<file path="config.mk">
export PLATFORM = sky130hd
export DESIGN_NAME = act_lut_loader_flat
export DESIGN_NICKNAME = d
export VERILOG_FILES = /design/src/rtl/act_lut_loader_if.sv /design/src/rtl/act_lut_loader.sv /design/src/flat_wrapper.sv
export SDC_FILE = /design/constraint.sdc
export NUM_CORES = 1
export LEC_CHECK = 0
export ABC_AREA = 1
export CAP_MARGIN = 20
export CORE_MARGIN = 4
export CORE_UTILIZATION = 30
export CTS_CLUSTER_SIZE = 12
export DETAILED_ROUTE_END_ITERATION = 8
export GPL_TIMING_DRIVEN = 1
export REMOVE_ABC_BUFFERS = 1
export SETUP_SLACK_MARGIN = 0.2
export SYNTH_ARGS = -nofsm -noshare
export SYNTH_HDL_FRONTEND = slang
export SYNTH_SLANG_ARGS = --single-unit
</file>
<file path="constraint.sdc">
create_clock -name clk -period 4.2 [get_ports clk]
set_input_delay 0.42 -clock clk [delete_from_list [all_inputs] [get_ports clk]]
set_output_delay 0.42 -clock clk [all_outputs]
set_load 0.01 [all_outputs]
</file>
<file path="src/rtl/act_lut_loader_if.sv">
// rtl/act_lut_loader_if.sv - load stream handshake between table writer and loader
interface act_lut_loader_if #(
  parameter int DATA_W = 8
);
  logic                     load_valid;
  logic                     load_ready;
  logic signed [DATA_W-1:0] load_data;

  modport master (output load_valid, output load_data, input load_ready);
  modport slave  (input load_valid, input load_data, output load_ready);
endinterface

</file>
<file path="src/rtl/act_lut_loader.sv">
// rtl/act_lut_loader.sv - activation LUT storage with streamed loader and registered read port
module act_lut_loader #(
  parameter int DATA_W = 8,
  parameter int ADDR_W = 4
) (
  input  logic                     clk,
  input  logic                     rst,
  input  logic                     load_start,
  input  logic                     load_abort,
  act_lut_loader_if.slave          ld,
  output logic                     load_done,
  output logic                     busy,
  output logic                     table_valid,
  input  logic [ADDR_W-1:0]        address,
  output logic signed [DATA_W-1:0] base,
  output logic signed [DATA_W-1:0] next_data
);

  localparam int DEPTH = 2 ** ADDR_W;
  localparam logic [ADDR_W-1:0] TOP_ADDR = {ADDR_W{1'b1}};

  typedef enum logic [1:0] {
    IDLE = 2'd0,
    LOAD = 2'd1,
    DONE = 2'd2
  } state_t;

  state_t                   state_q, state_d;
  logic [ADDR_W-1:0]        wr_ptr_q, wr_ptr_d;
  logic signed [DATA_W-1:0] mem_q [DEPTH];
  logic signed [DATA_W-1:0] mem_d [DEPTH];
  logic                     table_valid_q, table_valid_d;
  logic signed [DATA_W-1:0] base_q, base_d;
  logic signed [DATA_W-1:0] next_data_q, next_data_d;
  logic                     wr_en;
  logic [ADDR_W-1:0]        addr_inc;

  assign addr_inc = address + ADDR_W'(1);

  // Next-state, table write and read-port selection; reads see pre-edge contents
  always_comb begin
    state_d       = state_q;
    wr_ptr_d      = wr_ptr_q;
    mem_d         = mem_q;
    table_valid_d = table_valid_q;
    wr_en         = 1'b0;

    base_d      = mem_q[address];
    // The top entry has no successor, so it saturates instead of wrapping to entry 0
    next_data_d = (address == TOP_ADDR) ? mem_q[TOP_ADDR] : mem_q[addr_inc];

    case (state_q)
      IDLE: begin
        if (load_start) begin
          state_d       = LOAD;
          wr_ptr_d      = '0;
          table_valid_d = 1'b0;
        end
      end
      LOAD: begin
        wr_en = ld.load_valid;
        if (wr_en) begin
          mem_d[wr_ptr_q] = ld.load_data;
          wr_ptr_d        = wr_ptr_q + ADDR_W'(1);
          if (wr_ptr_q == TOP_ADDR) begin
            state_d = DONE;
          end
        end
        // Abort wins over completion; a write in the same cycle still lands
        if (load_abort) begin
          state_d  = IDLE;
          wr_ptr_d = '0;
        end
      end
      DONE: begin
        state_d       = IDLE;
        table_valid_d = 1'b1;
      end
      default: begin
        state_d = IDLE;
      end
    endcase
  end

  // State, pointer, table and read registers with asynchronous clear
  always_ff @(posedge clk or negedge rst) begin
    if (!rst) begin
      state_q       <= IDLE;
      wr_ptr_q      <= '0;
      table_valid_q <= 1'b0;
      base_q        <= '0;
      next_data_q   <= '0;
      for (int i = 0; i < DEPTH; i++) begin
        mem_q[i] <= '0;
      end
    end else begin
      state_q       <= state_d;
      wr_ptr_q      <= wr_ptr_d;
      table_valid_q <= table_valid_d;
      base_q        <= base_d;
      next_data_q   <= next_data_d;
      for (int i = 0; i < DEPTH; i++) begin
        mem_q[i] <= mem_d[i];
      end
    end
  end

  assign ld.load_ready = (state_q == LOAD);
  assign busy          = (state_q == LOAD);
  assign load_done     = (state_q == DONE);
  assign table_valid   = table_valid_q;
  assign base          = base_q;
  assign next_data     = next_data_q;

endmodule

</file>
<file path="src/flat_wrapper.sv">
// flat-port wrapper written by rule: the top's interface ports become plain ports
module act_lut_loader_flat 
#(
  parameter int DATA_W = 8,
  parameter int ADDR_W = 4
)
  (clk, rst, load_start, load_abort, load_done, busy, table_valid, address, base, next_data, ld_load_valid, ld_load_data, ld_load_ready);
  act_lut_loader_if #(.DATA_W(DATA_W)) ld_i ();
  input  logic clk;
  input  logic rst;
  input  logic load_start;
  input  logic load_abort;
  output logic load_done;
  output logic busy;
  output logic table_valid;
  input  logic [ADDR_W-1:0] address;
  output logic signed [DATA_W-1:0] base;
  output logic signed [DATA_W-1:0] next_data;
  input wire logic [$bits(ld_i.load_valid)-1:0] ld_load_valid;
  input wire logic [$bits(ld_i.load_data)-1:0] ld_load_data;
  output wire logic [$bits(ld_i.load_ready)-1:0] ld_load_ready;
  assign ld_i.load_valid = ld_load_valid;
  assign ld_i.load_data = ld_load_data;
  assign ld_load_ready = ld_i.load_ready;
  act_lut_loader #(.DATA_W(DATA_W), .ADDR_W(ADDR_W)) u_core (.clk(clk), .rst(rst), .load_start(load_start), .load_abort(load_abort), .ld(ld_i), .load_done(load_done), .busy(busy), .table_valid(table_valid), .address(address), .base(base), .next_data(next_data));
endmodule
</file>
==> results.py <==
metrics = {
    "run_status": {
        "status": "completed",
    },
    "floorplanning": {
        "initial_core_util_pct": 30.6,
        "core_area_um2": 27100,
        "die_x_um": 174,
        "num_rows": 60,
        "die_h_um": 174,
        "dieArea_um2": 30400,
        "ios": 37,
    },
    "global_routing": {
        "grt_pass1_wl_um": 41100,
        "grt_pass1_vias": 7152,
        "overflow": 0,
        "grt_max_degree": 90,
        "gr-usage-all-layers_pct": 17.2,
        "antenna_found_initial": 0,
    },
    "final_layout": {
        "drive_gt1_share_pct": 5.91,
        "final_nets": 1159,
        "multi_input_area_um2": 3640,
        "area_delta_synth_final_pct": 14.2,
        "mostFrequentLayoutCell": "nand2_1",
        "final_core_util_pct": 35.0,
        "layout.cells.most_common_list": "305 x nand2_1, 202 x o21ai_0, 159 x nand3_1",
        "num_antenna_cells": 0,
        "final_cell_count_no_fill": 1522,
        "nFillCells": 2839,
        "regArea_um2": 3780,
    },
    "clocking": {
        "worstSkewPairLatency_ns": 0.44,
        "post-cts-setup-buffers": 0,
        "clock-sinks": 151,
        "ctsResizeCount": 0,
        "clockBufferDepth": 2,
        "holdBufCountCts": 0,
        "cts.htree.levels": 4,
        "cts_tree": "done",
        "cts_buffers": 17,
        "cts-root-buf": "clkbuf_16",
        "cts.clk_slew.worst_paths_ns": 0.07,
    },
    "timing": {
        "period_minus_slack_ns": 2.95,
        "period_share_pct": 70.2,
        "skew_ns": 0.0119,
        "rsz0062_at_grt": "no",
        "relSlewSlack_pct": 27.7,
        "worst_slew_pin_slew_ns": 1.08,
        "max_freq_mhz": 339,
        "slew_viol_final": 0,
        "hold_ws_ns": 0.0823,
        "setup_viol": 0,
        "fin_setup_tns_ns": 0,
        "hold_viol": 0,
    },
    "synth": {
        "avgSynthCellArea_um2": 7.27,
        "yosys.cell_types.count": 28,
        "synth_top_area_cell": "dfrtp_1",
        "synth_area_um2": 8300,
        "ys_ff_latch": 151,
        "netlist_instances": 1141,
        "synth_seq_area_share_pct": 45.6,
        "synthTopCellsByArea": "dfrtp_1 46%, nand2_1 14%, o21ai_0 12%",
        "synth_top_area_share_pct": 45.6,
        "yosys_warnings": 0,
    },
    "job": {
        "drv_cap": 0,
    },
    "setup_path": {
        "crit_top_cell": "nand2_1",
        "crit_arrival_ns": 3.32,
        "critPathLaunchType": "input port",
        "max_stage_delay_ns": 1.09,
        "crit_chain": "clkdlybuf4s50_1 -> nand3_1 -> xor2_1 -> nand3_1 -> nand2_1 -> nand2_1 -> nand2_1",
        "cp_slowest_cell": "clkdlybuf4s50_1",
        "crit_path_max_fanout": 16,
        "path_buf_inv": 1,
        "required_ns": 4.57,
        "cp-end-kind": "flip-flop",
        "crit_family": "buffers and inverters",
        "critical_path_class": "in -> reg",
    },
    "route": {
        "wirelength_um": 25800,
        "routedWlPerCell_um": 17.0,
        "ant_nets": 0,
        "first_iter_violations": 1014,
        "vias": 7505,
        "routed_via_density": 4.93,
        "drt_first_pass_iters": 5,
        "drc": 0,
    },
    "power_and_ir_drop": {
        "leakage_nw": 4.26,
        "power.density_nw_per_um2": 447,
        "finalPower_mw": 4.24,
        "ir_drop_uv": 236,
    },
    "worst_hold_path": {
        "hp-class": "in -> async",
    },
    "placed_design": {
        "hpwl_um": 16400,
        "place_congestion": 0.849,
        "portBuffers": 36,
        "dp.cells": 1490,
    },
}
-- synthesized netlist by cell type, drive strengths merged --
cell type and n:
buf 39, o21ai 205, nor3 2, clkinv 1, inv 144, o311ai 1
nor2 17, nand2 310, ha 5, clkbuf 34, a21oi 67, xor2 3
nand3b 1, dfrtp 151, nand4 1, xnor2 1, nand3 159
-- where the power goes --
part,switching [mW],internal [mW]
combinational,0.589,0.327
sequential,0.120,1.66
clock,0.689,0.849
total,1.40,2.84
-- kinds of logic after synthesis --
family,synth area share (%)
DFF,45.6
buffers and inverters,10.5
xor gates and xnor gates,0.422
and+or+nand+nor,26.2
adders and majority gates,0.754
AOI/OAI and AO/OA,16.5
-- metal layers --
layer	track usage, %	wire (um)	vias to the layer above
met5	0	0	-
met4	4.45	391	0
met3	3.85	2190	26
met2	26.6	11500	326
met1	24.4	11800	3472
li1	-	-	3681
-- registers in the layout, summed over array words and instances (netlist names) --
register and flops:
u_core.base 8, u_core.table_valid 1, u_core.state_q 2, u_core.wr_ptr_q 4, u_core.mem_q 128, u_core.next_data 8
-- through the flow --
| stage | instance area, um^2 | setup slack, ns |
|---|---|---|
| floorplan | 7970 | 1.91 |
| global placement | 8900 | 0.929 |
| detailed placement | 8900 | 0.882 |
| CTS | 9480 | 1.32 |
| global route | 9480 | 1.15 |
| finish | 9480 | 1.25 |
-- area by class of cell --
class	count	share of cell area, %
flip-flops and latches	151	39.9
clock inverters	14	1.47
inverters	145	5.74
multi-input cells	772	38.5
well taps	372	4.91
clock buffers	18	4.63
repair buffers	50	4.90
-- path summary, 6_finish.rpt --
check / slack [ns] / end / depth (start not counted) / from
max: 1.25 / u_core.next_data[3] / 7 / address[2]
min: 0.08 / u_core.mem_q[52] / 1 / rst
max reg2reg: 2.32 / u_core.mem_q[32] / 6 / u_core.state_q[1]
min reg2reg: 0.48 / u_core.mem_q[105] / 2 / u_core.mem_q[105]
max in group asynchronous: 3.13 / u_core.mem_q[109] / 2 / rst
min in group clk: 0.48 / u_core.mem_q[105] / 2 / u_core.mem_q[105]
Power figures use the tool's default switching activity.
